`config.mk`:
```
export PLATFORM = sky130hd
export DESIGN_NAME = instr_fetch_buffer
export DESIGN_NICKNAME = d
export VERILOG_FILES = /design/src/rtl/instr_fetch_buffer.sv
export SDC_FILE = /design/constraint.sdc
export NUM_CORES = 1
export LEC_CHECK = 0
export ABC_AREA = 1
export BUFFER_PORTS_ARGS = -buffer_cell sky130_fd_sc_hd__clkbuf_2
export CAP_MARGIN = 40
export CORE_ASPECT_RATIO = 1.4
export CORE_MARGIN = 8
export CORE_UTILIZATION = 61
export CTS_CLUSTER_DIAMETER = 60
export DETAILED_ROUTE_END_ITERATION = 6
export GPL_TIMING_DRIVEN = 0
export PLACE_DENSITY = 0.91
export RECOVER_POWER = 25
export REMOVE_ABC_BUFFERS = 1
export SLEW_MARGIN = 10
export SYNTH_ARGS = -nofsm -noshare
export SYNTH_HDL_FRONTEND = slang
export SYNTH_SLANG_ARGS = --single-unit
```
`constraint.sdc`:
```
create_clock -name clk -period 9.97 [get_ports clk]
set_clock_uncertainty 0.15 [all_clocks]
set_input_delay 0.997 -clock clk [delete_from_list [all_inputs] [get_ports clk]]
set_output_delay 0.997 -clock clk [all_outputs]
set_load 0.01 [all_outputs]
```
`src/rtl/instr_fetch_buffer.sv`:
```
// Fetch stage: issues instruction-memory reads at fetch_pc under a credit limit,
// buffers returned words with their PC in an in-order FIFO and flushes on redirect.
module instr_fetch_buffer #(
    parameter int DEPTH  = 4,
    parameter int ADDR_W = 32,
    parameter int DATA_W = 32
) (
    input  logic              clk,
    input  logic              reset,
    input  logic [ADDR_W-1:0] fetch_pc,
    input  logic              redirect,
    output logic              pc_advance,
    output logic              imem_req,
    output logic [ADDR_W-1:0] imem_addr,
    input  logic              imem_gnt,
    input  logic              imem_rvalid,
    input  logic [DATA_W-1:0] imem_rdata,
    output logic              if_valid,
    input  logic              if_ready,
    output logic [DATA_W-1:0] if_instr,
    output logic [ADDR_W-1:0] if_pc,
    output logic              resp_err
);
    localparam int PW = $clog2(DEPTH);
    localparam int CW = PW + 1;

    typedef enum logic {S_RUN, S_FLUSH} state_t;

    state_t            r_state;
    logic [CW-1:0]     r_fifo_cnt;
    logic [CW-1:0]     r_outstanding;
    logic [CW-1:0]     r_drop_cnt;
    logic              r_resp_err;
    logic [PW-1:0]     r_wr_ptr;
    logic [PW-1:0]     r_rd_ptr;
    logic [PW-1:0]     r_q_wr;
    logic [PW-1:0]     r_q_rd;
    logic [ADDR_W-1:0] r_fifo_pc    [DEPTH];
    logic [DATA_W-1:0] r_fifo_instr [DEPTH];
    logic [ADDR_W-1:0] r_q_pc       [DEPTH];

    logic [CW:0]   w_used;
    logic          w_req;
    logic          w_gnt;
    logic          w_resp;
    logic          w_push;
    logic          w_pop;
    logic          w_valid;
    logic          w_unexp;
    logic [CW-1:0] w_live;

    // Credits cover both buffered words and requests still in flight.
    assign w_used  = {1'b0, r_fifo_cnt} + {1'b0, r_outstanding};
    assign w_req   = !reset && (r_state == S_RUN) && !redirect && (w_used < DEPTH[CW:0]);
    assign w_gnt   = w_req && imem_gnt;
    assign w_resp  = imem_rvalid && (r_state == S_RUN) && (r_outstanding != '0);
    assign w_unexp = imem_rvalid && (r_state == S_RUN) && (r_outstanding == '0);
    assign w_push  = w_resp && !redirect;
    assign w_valid = (r_fifo_cnt != '0);
    assign w_pop   = w_valid && if_ready;
    assign w_live  = r_outstanding - CW'(w_resp);

    assign imem_req   = w_req;
    assign imem_addr  = fetch_pc;
    assign pc_advance = w_gnt;
    assign if_valid   = w_valid;
    assign if_instr   = w_valid ? r_fifo_instr[r_rd_ptr] : '0;
    assign if_pc      = w_valid ? r_fifo_pc[r_rd_ptr]    : '0;
    assign resp_err   = r_resp_err;

    always_ff @(posedge clk) begin
        if (reset) begin
            r_state       <= S_RUN;
            r_fifo_cnt    <= '0;
            r_outstanding <= '0;
            r_drop_cnt    <= '0;
            r_resp_err    <= 1'b0;
            r_wr_ptr      <= '0;
            r_rd_ptr      <= '0;
            r_q_wr        <= '0;
            r_q_rd        <= '0;
        end else begin
            if (w_unexp)
                r_resp_err <= 1'b1;
            if (redirect) begin
                r_fifo_cnt    <= '0;
                r_outstanding <= '0;
                r_wr_ptr      <= '0;
                r_rd_ptr      <= '0;
                r_q_wr        <= '0;
                r_q_rd        <= '0;
            end
            case (r_state)
                S_RUN: begin
                    if (redirect) begin
                        r_drop_cnt <= w_live;
                        r_state    <= (w_live != '0) ? S_FLUSH : S_RUN;
                    end else begin
                        r_fifo_cnt    <= r_fifo_cnt + CW'(w_push) - CW'(w_pop);
                        r_outstanding <= r_outstanding + CW'(w_gnt) - CW'(w_resp);
                        if (w_push) r_wr_ptr <= r_wr_ptr + PW'(1);
                        if (w_pop)  r_rd_ptr <= r_rd_ptr + PW'(1);
                        if (w_gnt)  r_q_wr   <= r_q_wr + PW'(1);
                        if (w_resp) r_q_rd   <= r_q_rd + PW'(1);
                    end
                end
                S_FLUSH: begin
                    // Stale responses drain here; return to RUN once the last one lands.
                    if (r_drop_cnt == '0) begin
                        r_state <= S_RUN;
                    end else if (imem_rvalid) begin
                        r_drop_cnt <= r_drop_cnt - CW'(1);
                        if (r_drop_cnt == CW'(1))
                            r_state <= S_RUN;
                    end
                end
                default: r_state <= S_RUN;
            endcase
        end
    end

    always_ff @(posedge clk) begin
        if (w_gnt)
            r_q_pc[r_q_wr] <= fetch_pc;
        if (w_push) begin
            r_fifo_pc[r_wr_ptr]    <= r_q_pc[r_q_rd];
            r_fifo_instr[r_wr_ptr] <= imem_rdata;
        end
    end
endmodule

```
==> results.yml, run 1 <==
outcome:
  outcome: "finished clean"
logic_synthesis:
  ys_top_cells_by_area: "edfxtp_1 (71%), nor2_1 (8.2%), o21ai_0 (6.0%)"
  ys_warn_count: 0
  synth_common_cells: "edfxtp_1 (384), nor2_1 (351), o21ai_0 (193)"
  syn_inst: 1285
  synth_ff_type: "edfxtp_1"
  synth_top_area_share_pct: 71.43
  ys_seq_area_share_pct: 73.79
  syn_area_sq_mm: 0.01614
  yosysTopAreaCell: "edfxtp_1"
  synth_edf_count: 384
  yosys.cell_types.count: 29
  yosysMostFrequentCell: "edfxtp_1"
  ys_seq_elements: 403
  syn_area_per_cell_sq_um: 12.56
  async_flop_share_pct: 0
hold_path:
  worst_hold_path_type: "flop to flop"
timing:
  worst_pin_slew_ns: 0.8332
  fin_tns_setup_ns: 0
  hold_viol: 0
  period_share_pct: 39.52
  slew_headroom_pct: 44.45
  rsz0062_at_grt: "no"
  fmax_ghz: 0.2538
  period_minus_slack_ns: 3.940
  setup_viol: 0
  slew_violations: 0
power:
  power.density_mw_per_mm2: 182.3
  leakage_nw: 6.509
  peakVddDrop_uv: 127.4
clock_network:
  cts_setup_buffers: 0
  cts-root-buf: "clkbuf_16"
  cts_tree: "yes"
  cts_hold_buf: 0
  clock_latency_ns: 0.52
  cts_buffers: 36
  clk_pin_slew_ns: 0.07
  cts.sinks: 403
  clockBufferDepth: 3
  h-tree-depth: 2
  cts_resized: 0
critical_path:
  crit_slowest_cell: "dfxtp_4"
  crit_required_ns: 8.82
  critPathLaunchType: "flop"
  cp_cell_sequence: "inv_4 > buf_16 > o21ai_0 > a21oi_1 > clkbuf_2"
  critPathKind: "flop to output pin"
  cpPeakStageDelay_ns: 0.85
  cp_max_fo: 72
  end_kind: "output pin"
  cp_top_family: "buffers and inverters"
  crit_buf_inv: 3
  ff2ff_setup_slack_ns: 7.22
  arrival_ns: 2.79
finish:
  num_antenna_cells: 0
  area.growth.synth_to_final_pct: 14.44
  nets: 1503
  drive_gt1_share_pct: 14.22
  postLayoutCellArea_sq_mm: 0.01847
place:
  hpwl_um: 21330
  gp_congestion: 0.8072
  port_buffers: 169
  placed_area_sq_mm: 0.01739
grt:
  grt-ovfl-total: 0
  track_usage_pct: 20.94
  antenna_found_initial: 0
  grt_max_degree: 73
  grt_pass1_vias: 10360
  grt_pass1_wl_um: 52350
drt:
  drt-pass1-iter-count: 5
  wl_um: 34740
  via_per_inst: 5.847
  drc: 0
  vias: 10290
  wl_per_cell_um: 19.75
  detail-route-antenna-nets: 0
  dr.first_iter.drc_count: 863
floorplan:
  die_x_um: 153.5
  std_cell_rows: 70
  start_util_pct: 61.85
  dieArea_sq_mm: 0.03200
  core_sq_mm: 0.02610
  io_pins: 170
  die_height_um: 208.5
job:
  max_cap_viol_count: 0
## routing by layer
| layer | vias up | GRT usage, % | part of all wire, % |
|---|---|---|---|
| li1 | 4775 | - | - |
| met1 | 4997 | 22.37 | 37 |
| met2 | 440 | 39.81 | 55 |
| met3 | 73 | 3.381 | 6.1 |
| met4 | 0 | 9.014 | 2.4 |
| met5 | - | 0 | 0 |
## final timing paths
kind | start | to | depth (start not counted)
worst max-delay path | r_rd_ptr[0] | if_pc[27] | 5
worst min-delay path | resp_err | resp_err | 2
worst max register to register | r_outstanding[2] | r_fifo_instr[3][2] | 8
worst min register to register | resp_err | resp_err | 2
## worst register-to-register path, delay by kind of cell, from the launching register on
family / cells / cell delay [ns]
AND/OR/NAND/NOR: 4 / 1.02
flip-flops: 1 / 0.44
buffers and inverters: 4 / 0.80
## layout by cell type (no fill, tap or decap), drive strengths merged, types with 22 or more instances in the layout
| cell | Yosys | layout |
|---|---|---|
| clkbuf | 26 | 216 |
| o22ai | 32 | 32 |
| nand2 | 43 | 43 |
| inv | 40 | 42 |
| edfxtp | 384 | 384 |
| o21ai | 198 | 198 |
| nor2 | 354 | 354 |
| buf | 76 | 22 |
| a21oi | 75 | 75 |
## power breakdown
group,switching (mW),total (mW),leakage [nW],internal (mW)
Clock,0.569,1.35,0.570,0.781
Sequential,0.00911,1.88,3.61,1.87
Combinational,0.0934,0.138,2.33,0.0446
## stage by stage
stage	instances	hold slack, ns	total power, mW	setup slack [ns]	utilization (%)
6_report	1759	0.3361	3.368	6.030	70.78
3_5_place_dp	1698	0.3238	2.057	6.589	66.63
2_1_floorplan	1183	0.2962	1.981	4.641	-
4_1_cts	1759	0.3410	3.386	6.082	71.05
3_3_place_gp	1676	0.3042	2.044	1.746	64.25
5_1_grt	1759	0.3674	3.460	5.923	70.78
## area by class of cell
type | count | area (sq um)
clock buffer | 47 | 1027
clock inverter | 14 | 126.4
fill | 1632 | 7626
inverter | 40 | 157.7
multi-input combinational | 740 | 3517
sequential | 403 | 11920
tap | 324 | 405.4
timing repair buffer | 191 | 1320
## state kept, by name (all words and copies together), names as in the netlist
name	flops
r_drop_cnt	3
r_fifo_cnt	3
r_fifo_instr	128
r_fifo_pc	128
r_outstanding	3
r_q_pc	128
r_q_rd	2
r_q_wr	2
r_rd_ptr	2
r_state	1
r_wr_ptr	2
resp_err	1
## logic make-up (layout without fill, tap and decap cells)
| kind of cell | count (synthesis) | count (layout) | synth area share, % |
|---|---|---|---|
| multiplexers | 1 | 1 | 0.06201 |
| buffers and inverters | 142 | 292 | 4.798 |
| AO/OA/AOI/OAI | 307 | 307 | 9.789 |
| adder cells (fa/ha/maj) | 21 | 21 | 1.721 |
| XOR/XNOR | 1 | 1 | 0.05427 |
| flip-flops | 403 | 403 | 73.79 |
| AND/OR/NAND/NOR | 410 | 410 | 9.789 |
Power figures use the tool's default switching activity.
==> run 2: changes to the inputs <==
--- a/config.mk
+++ b/config.mk
@@ -5,16 +5,16 @@
 export SDC_FILE = /design/constraint.sdc
 export NUM_CORES = 1
 export LEC_CHECK = 0
-export ABC_AREA = 1
+export ABC_AREA = 0
 export BUFFER_PORTS_ARGS = -buffer_cell sky130_fd_sc_hd__clkbuf_2
 export CAP_MARGIN = 40
 export CORE_ASPECT_RATIO = 1.4
 export CORE_MARGIN = 8
-export CORE_UTILIZATION = 61
+export CORE_UTILIZATION = 58
 export CTS_CLUSTER_DIAMETER = 60
 export DETAILED_ROUTE_END_ITERATION = 6
 export GPL_TIMING_DRIVEN = 0
-export PLACE_DENSITY = 0.91
+export PLACE_DENSITY = 0.88
 export RECOVER_POWER = 25
 export REMOVE_ABC_BUFFERS = 1
 export SLEW_MARGIN = 10
==> constraint.sdc (replaced) <==
create_clock -name clk -period 4 [get_ports clk]
set_clock_uncertainty 0.15 [all_clocks]
set_input_delay 0.4 -clock clk [delete_from_list [all_inputs] [get_ports clk]]
set_output_delay 0.4 -clock clk [all_outputs]
set_load 0.01 [all_outputs]
==> run 2 against run 1 <==
  * Total power increased by 150%
  * Largest cell class unchanged
  * Non-clock buffer count increased by 56
  * Final area increased by 0.89%
  * Sequential power rose to 2.5 times the previous value
  * Clock power up 140%
  * Final cell count decreased by 23%
  * Setup slack got worse by 5.3 ns
  * Sequential share of layout area decreased by 0.55 points
  * Utilization down 1.3 points
  * Die area grew 2.3%
==> results.yml, run 2 <==
critical_path:
  cp-startpoint: "r_state"
  critPathKind: "flop to flop"
  reg2reg_depth: 10
  crit_slowest_cell: "dfxtp_1"
  arrival_ns: 3.53
  cp_max_fo: 19
  cpPeakStageDelay_ns: 0.55
  reg2reg_to: "r_fifo_cnt[2]"
  crit_end: "r_fifo_cnt[2]"
  ff2ff_setup_slack_ns: 0.78
  crit_required_ns: 4.31
  critPathLaunchType: "flop"
  cp_cell_sequence: "nand2b_1 > nor3_1 > inv_1 > ha_1 > inv_1 > ha_1 > fa_1 > xor2_1 > or3_1 > a21oi_1"
  r2r_start: "r_state"
  end_kind: "flop"
logic_synthesis:
  ys_seq_elements: 403
  synth.mux.area_fraction_pct: 14.19
  yosysMostFrequentCell: "edfxtp_1"
  yosys.cell_types.count: 35
  synth_edf_count: 384
  synth-compound-area-share_pct: 0.5726
  yosysTopAreaCell: "edfxtp_1"
  synth_top_family_by_area: "multiplexers"
  syn_inst: 744
  synthSimpleGateAreaFrac_pct: 4.183
  synth_top_area_share_pct: 73.29
  synth_common_cells: "edfxtp_1 (384), mux4_2 (96), and2_1 (73)"
  syn_area_sq_mm: 0.01573
  ys_seq_area_share_pct: 75.71
  synth_ff_type: "edfxtp_1"
  synthAdderAreaFrac_pct: 1.765
  ys_warn_count: 0
  synth-xor-area-share_pct: 0.5010
  async_flop_share_pct: 0
  syn_area_per_cell_sq_um: 21.15
  ys_top_cells_by_area: "edfxtp_1 (73%), mux4_2 (14%), and2_1 (2.9%)"
timing:
  slew_headroom_pct: 50.70
  hold_ws_ns: 0.06996
  setup_viol: 0
  worst_pin_slew_ns: 0.7384
  fmax_ghz: 0.3104
  hold_viol: 0
  period_minus_slack_ns: 3.222
  fin_ws_ns: 0.7783
  period_share_pct: 80.54
  fin_tns_setup_ns: 0
  slew_violations: 0
  rsz0062_at_grt: "no"
floorplan:
  core_sq_mm: 0.02683
  dieArea_sq_mm: 0.03273
  io_pins: 170
  start_util_pct: 58.65
  std_cell_rows: 71
  die_x_um: 155.2
  die_height_um: 210.9
grt:
  antenna_found_initial: 0
  grt-ovfl-total: 0
  grt_max_degree: 41
  grt_pass1_vias: 8564
  grt_pass1_wl_um: 48130
  track_usage_pct: 19.41
finish:
  multiInputGateArea_sq_mm: 0.003353
  layout_commonest_cell: "edfxtp_1"
  nFillCells: 1690
  num_antenna_cells: 0
  seqCellArea_sq_mm: 0.01192
  area.growth.synth_to_final_pct: 18.46
  utilization_pct: 69.47
  largest_registers: "r_fifo_instr x128, r_fifo_pc x128, r_q_pc x128"
  drive_gt1_share_pct: 29.07
  nets: 1056
  mostFrequentLayoutCells: "edfxtp_1 (384), clkbuf_2 (113), mux4_2 (96)"
power:
  p_switching_mw: 1.677
  switching_share_pct: 20.03
  comb_power_share_pct: 4.5
  peakVddDrop_uv: 389.7
  intPower_mw: 6.693
  power_frac_clock_pct: 39.4
  p_total_mw: 8.370
  power.density_mw_per_mm2: 449.1
  leakage_nw: 6.154
  p_seq_share_pct: 56.1
drt:
  drc: 0
  detail-route-antenna-nets: 0
  dr.first_iter.drc_count: 408
  wl_um: 31320
  via_per_inst: 5.602
  drt-pass1-iter-count: 5
  wl_per_cell_um: 23.04
  vias: 7613
clock_network:
  cts_tree: "yes"
  clk_pin_slew_ns: 0.06
  h-tree-depth: 2
  cts_buffers: 37
  cts-root-buf: "clkbuf_16"
  cts_setup_buffers: 0
  clock_latency_ns: 0.53
  clockBufferDepth: 3
  cts.sinks: 403
place:
  place_ws_ns: 0.8365
  hpwl_um: 18400
  gp_congestion: 0.7610
  port_buffers: 169
job:
  max_cap_viol_count: 0
outcome:
  outcome: "finished clean"
hold_path:
  worst_hold_path_type: "input port to flop"
-- run 2: cell count changes after synthesis, sizes merged, moves of 14 or more --
| cell | previous run | this run |
|---|---|---|
| a21oi | 75 | 5 |
| inv | 40 | 15 |
| mux4 | 0 | 96 |
| buf | 76 | 53 |
| clkbuf | 26 | 12 |
| nor2 | 354 | 19 |
| nand2 | 43 | 3 |
| o22ai | 32 | 0 |
| o21ai | 198 | 5 |
| and2 | 0 | 73 |
-- run 2: layout make-up --
cell class	instances	area share, %
Clock buffer	48	5.418
Clock inverter	20	0.6512
Inverter	15	0.3021
Multi-Input combinational cell	261	17.99
Sequential cell	403	63.98
Tap cell	365	2.450
Timing Repair Buffer	247	9.211
-- run 2: kinds of logic after synthesis --
family / after synthesis
AO/OA/AOI/OAI: 15
XOR/XNOR: 9
adder cells (fa/ha/maj): 21
buffers and inverters: 80
flip-flops: 403
multiplexers: 103
AND/OR/NAND/NOR: 113
-- run 2: how the worst min path moves through the flow --
stage	start	to	slack, ns	depth (start not counted)
detailed placement	resp_err	resp_err	0.34	2
floorplan	r_drop_cnt[1]	r_drop_cnt[1]	0.31	2
CTS	imem_rvalid	resp_err	0.04	3
finish	imem_rvalid	resp_err	0.07	3
global route	imem_rvalid	resp_err	0.07	3
global placement	r_drop_cnt[1]	r_drop_cnt[1]	0.33	2
-- run 2: what timing repair did --
action                    4_1_cts  5_1_grt
hold buffers                   65        0
hold endpoints to repair      261        0
gates resized for setup         0        0
-- run 2: power by group through the flow --
| stage | sequential [mW] | clock (mW) | combinational [mW] |
|---|---|---|---|
| detailed placement | 4.79 | 0 | 0.332 |
| CTS | 4.70 | 3.36 | 0.386 |
| floorplan | 4.78 | 0 | 0.161 |
| global placement | 4.79 | 0 | 0.304 |
| global route | 4.70 | 3.51 | 0.410 |
| finish | 4.70 | 3.30 | 0.376 |
-- run 2: per-layer routing --
| metal | routed length (um) | vias up | GRT usage, % |
|---|---|---|---|
| li1 | - | 3375 | - |
| met1 | 11720 | 3942 | 22.39 |
| met2 | 17270 | 238 | 35.90 |
| met3 | 1526 | 58 | 3.194 |
| met4 | 790 | 0 | 6.879 |
| met5 | 0 | - | 0 |
-- run 2: worst max-delay path, delay by kind of cell, from the launching register on --
family	cells	cell delay [ns]
AOI/OAI and AO/OA	1	0.14
and+or+nand+nor	3	1.13
xor gates and xnor gates	1	0.18
adders and majority gates	3	0.87
DFF	1	0.55
buffers and inverters	2	0.14
-- run 2: per-stage QoR --
step                      instances  cell area, sq um
after floorplan                 679             15300
final                          1359             18640
after detailed placement       1226             16930
after CTS                      1359             18710
after global placement         1213             16610
after global routing           1359             18640
==> run 3: changes to the inputs <==
--- a/config.mk
+++ b/config.mk
@@ -5,16 +5,16 @@
 export SDC_FILE = /design/constraint.sdc
 export NUM_CORES = 1
 export LEC_CHECK = 0
-export ABC_AREA = 0
+export ABC_AREA = 1
 export BUFFER_PORTS_ARGS = -buffer_cell sky130_fd_sc_hd__clkbuf_2
 export CAP_MARGIN = 40
 export CORE_ASPECT_RATIO = 1.4
 export CORE_MARGIN = 8
-export CORE_UTILIZATION = 58
+export CORE_UTILIZATION = 59
 export CTS_CLUSTER_DIAMETER = 60
 export DETAILED_ROUTE_END_ITERATION = 6
 export GPL_TIMING_DRIVEN = 0
-export PLACE_DENSITY = 0.88
+export PLACE_DENSITY = 0.89
 export RECOVER_POWER = 25
 export REMOVE_ABC_BUFFERS = 1
 export SLEW_MARGIN = 10
==> constraint.sdc (replaced) <==
create_clock -name clk -period 3 [get_ports clk]
set_clock_uncertainty 0.15 [all_clocks]
set_input_delay 0.3 -clock clk [delete_from_list [all_inputs] [get_ports clk]]
set_output_delay 0.3 -clock clk [all_outputs]
set_load 0.01 [all_outputs]
==> run 3 against run 2 <==
  * Critical path depth fell by 5
  * Global-route usage grew 3.1 points
  * Non-clock buffer count up 13
  * Register-to-register slack worse by 0.60 ns
  * Final area rose by 2.5%
  * Worst hold slack improved by 0.0031 ns
  * Sequential share of layout area shrank 1.6 points
  * First-iteration DRC count grew 130%
  * Total power increased by 33%
  * Critical endpoint is now if_pc[13]
  * Highest routed layer unchanged
==> results.yml, run 3 (synthesis gave the netlist of run 1 again) <==
outcome:
  outcome: "finished clean"
grt:
  grt_max_degree: 89
  antenna_found_initial: 0
  grt_pass1_wl_um: 57950
  grt_pass1_vias: 11160
  track_usage_pct: 22.55
  grt-ovfl-total: 0
place:
  gp_congestion: 0.7710
  hpwl_um: 21860
  port_buffers: 169
drt:
  via_per_inst: 5.743
  dr.first_iter.drc_count: 920
  drc: 0
  detail-route-antenna-nets: 0
  vias: 10730
  drt-pass1-iter-count: 5
  wl_per_cell_um: 19.98
  wl_um: 37350
clock_network:
  h-tree-depth: 2
  cts_resized: 0
  cts.sinks: 403
  cts_buffers: 36
  cts-root-buf: "clkbuf_16"
  cts_tree: "yes"
  clock_latency_ns: 0.50
  clockBufferDepth: 3
  clk_pin_slew_ns: 0.06
finish:
  drive_gt1_share_pct: 13.70
  largest_registers: "r_fifo_instr x128, r_fifo_pc x128, r_q_pc x128"
  nets: 1572
  mostFrequentLayoutCells: "edfxtp_1 (384), nor2_1 (343), o21ai_0 (193)"
  num_antenna_cells: 0
  area.growth.synth_to_final_pct: 18.37
  layout_commonest_cell: "edfxtp_1"
  utilization_pct: 70.99
critical_path:
  critPathLaunchType: "flop"
  reg2reg_to: "r_fifo_cnt[2]"
  critPathKind: "flop to output pin"
  arrival_ns: 2.44
  cpPeakStageDelay_ns: 0.69
  r2r_start: "r_state"
  crit_required_ns: 2.55
  ff2ff_setup_slack_ns: 0.18
  reg2reg_depth: 12
  cp_cell_sequence: "nor2_1 > nand2_1 > inv_4 > a21oi_1 > clkbuf_2"
  crit_slowest_cell: "inv_4"
  cp_max_fo: 64
  end_kind: "output pin"
timing:
  slew_headroom_pct: 41.75
  setup_viol: 0
  hold_ws_ns: 0.07304
  slew_violations: 0
  rsz0062_at_grt: "no"
  hold_viol: 0
  period_share_pct: 96.17
  fmax_ghz: 0.3466
  period_minus_slack_ns: 2.885
  worst_pin_slew_ns: 0.8737
hold_path:
  min_path_cells: 4
  worst_hold_path_type: "input port to flop"
  hold_start: "redirect"
  holdPathEnd: "r_wr_ptr[1]"
floorplan:
  io_pins: 170
  die_x_um: 155.8
  die_height_um: 211.7
  core_sq_mm: 0.02692
  std_cell_rows: 71
  start_util_pct: 59.97
  dieArea_sq_mm: 0.03299
power:
  power.density_mw_per_mm2: 580.9
  leakage_nw: 6.744
  peakVddDrop_uv: 431.1
job:
  max_cap_viol_count: 0
-- run 3: cell types whose count changed in the layout (fill, tap and decap cells not counted), moves of 6 or more --
| cell | before | now |
|---|---|---|
| nor2_1 | 18 | 343 |
| o21ai_0 | 5 | 193 |
| mux4_2 | 96 | 0 |
| a21oi_1 | 5 | 75 |
| and2_1 | 65 | 0 |
| nand2_1 | 3 | 42 |
| o22ai_1 | 0 | 32 |
| inv_1 | 15 | 36 |
| nor2_4 | 0 | 10 |
| mux2i_1 | 7 | 1 |
| xnor2_1 | 7 | 1 |
-- run 3: area by class of cell --
type,instances,area (sq um)
Sequential cell,403,11920
Fill cell,1697,7809
Multi-Input combinational cell,740,3517
Timing Repair Buffer,260,1967
Clock buffer,44,952.2
Tap cell,365,456.7
Inverter,40,157.7
Clock inverter,17,137.6
-- run 3: metrics by stage --
step	setup WS, ns	std cells	cell area (sq um)	setup TNS [ns]	power [mW]
2_1_floorplan	-1.632	1183	15520	-414.38	6.584
3_3_place_gp	-4.638	1717	16820	-1449.34	6.794
3_5_place_dp	0.2842	1739	17390	0	6.840
4_1_cts	0.1344	1869	19180	0	11.15
5_1_grt	0.003367	1869	19110	0	11.42
6_report	0.1148	1869	19110	0	11.10
-- run 3: critical path: cells and delay by family, from the launching register on --
kind            cells  cell delay (ns)
buf+inv             2             0.89
flops               1             0.35
compound gates      1             0.20
simple gates        2             0.46
-- run 3: worst max-delay path by stage --
stage,endpoint,slack [ns],cells after the start,from
after global placement,if_pc[13],-4.64,4,r_rd_ptr[0]
final,if_pc[13],0.11,5,r_fifo_cnt[1]
after detailed placement,r_fifo_cnt[2],0.28,12,r_state
after floorplan,if_instr[0],-1.63,3,r_rd_ptr[0]
after global routing,r_fifo_cnt[2],0.003,12,r_state
after CTS,if_pc[13],0.13,5,r_rd_ptr[0]
-- run 3: metal layers --
| metal | global-route usage (%) | routed length (um) | up-vias |
|---|---|---|---|
| li1 | - | - | 4910 |
| met1 | 25.71 | 13710 | 5241 |
| met2 | 40.97 | 20080 | 480 |
| met3 | 3.633 | 2327 | 103 |
| met4 | 9.933 | 1234 | 0 |
| met5 | 0 | 0 | - |
-- run 3: report_power, final --
| group | switching (mW) | internal (mW) |
|---|---|---|
| registers | 0.0303 | 6.22 |
| logic | 0.336 | 0.204 |
| clock network | 1.88 | 2.43 |
-- run 3: timing repair --
item                                   CTS  global route
buffers inserted                         1             0
setup endpoints to repair                7             0
hold buffers                            68             0
endpoints found under the hold margin  266             0
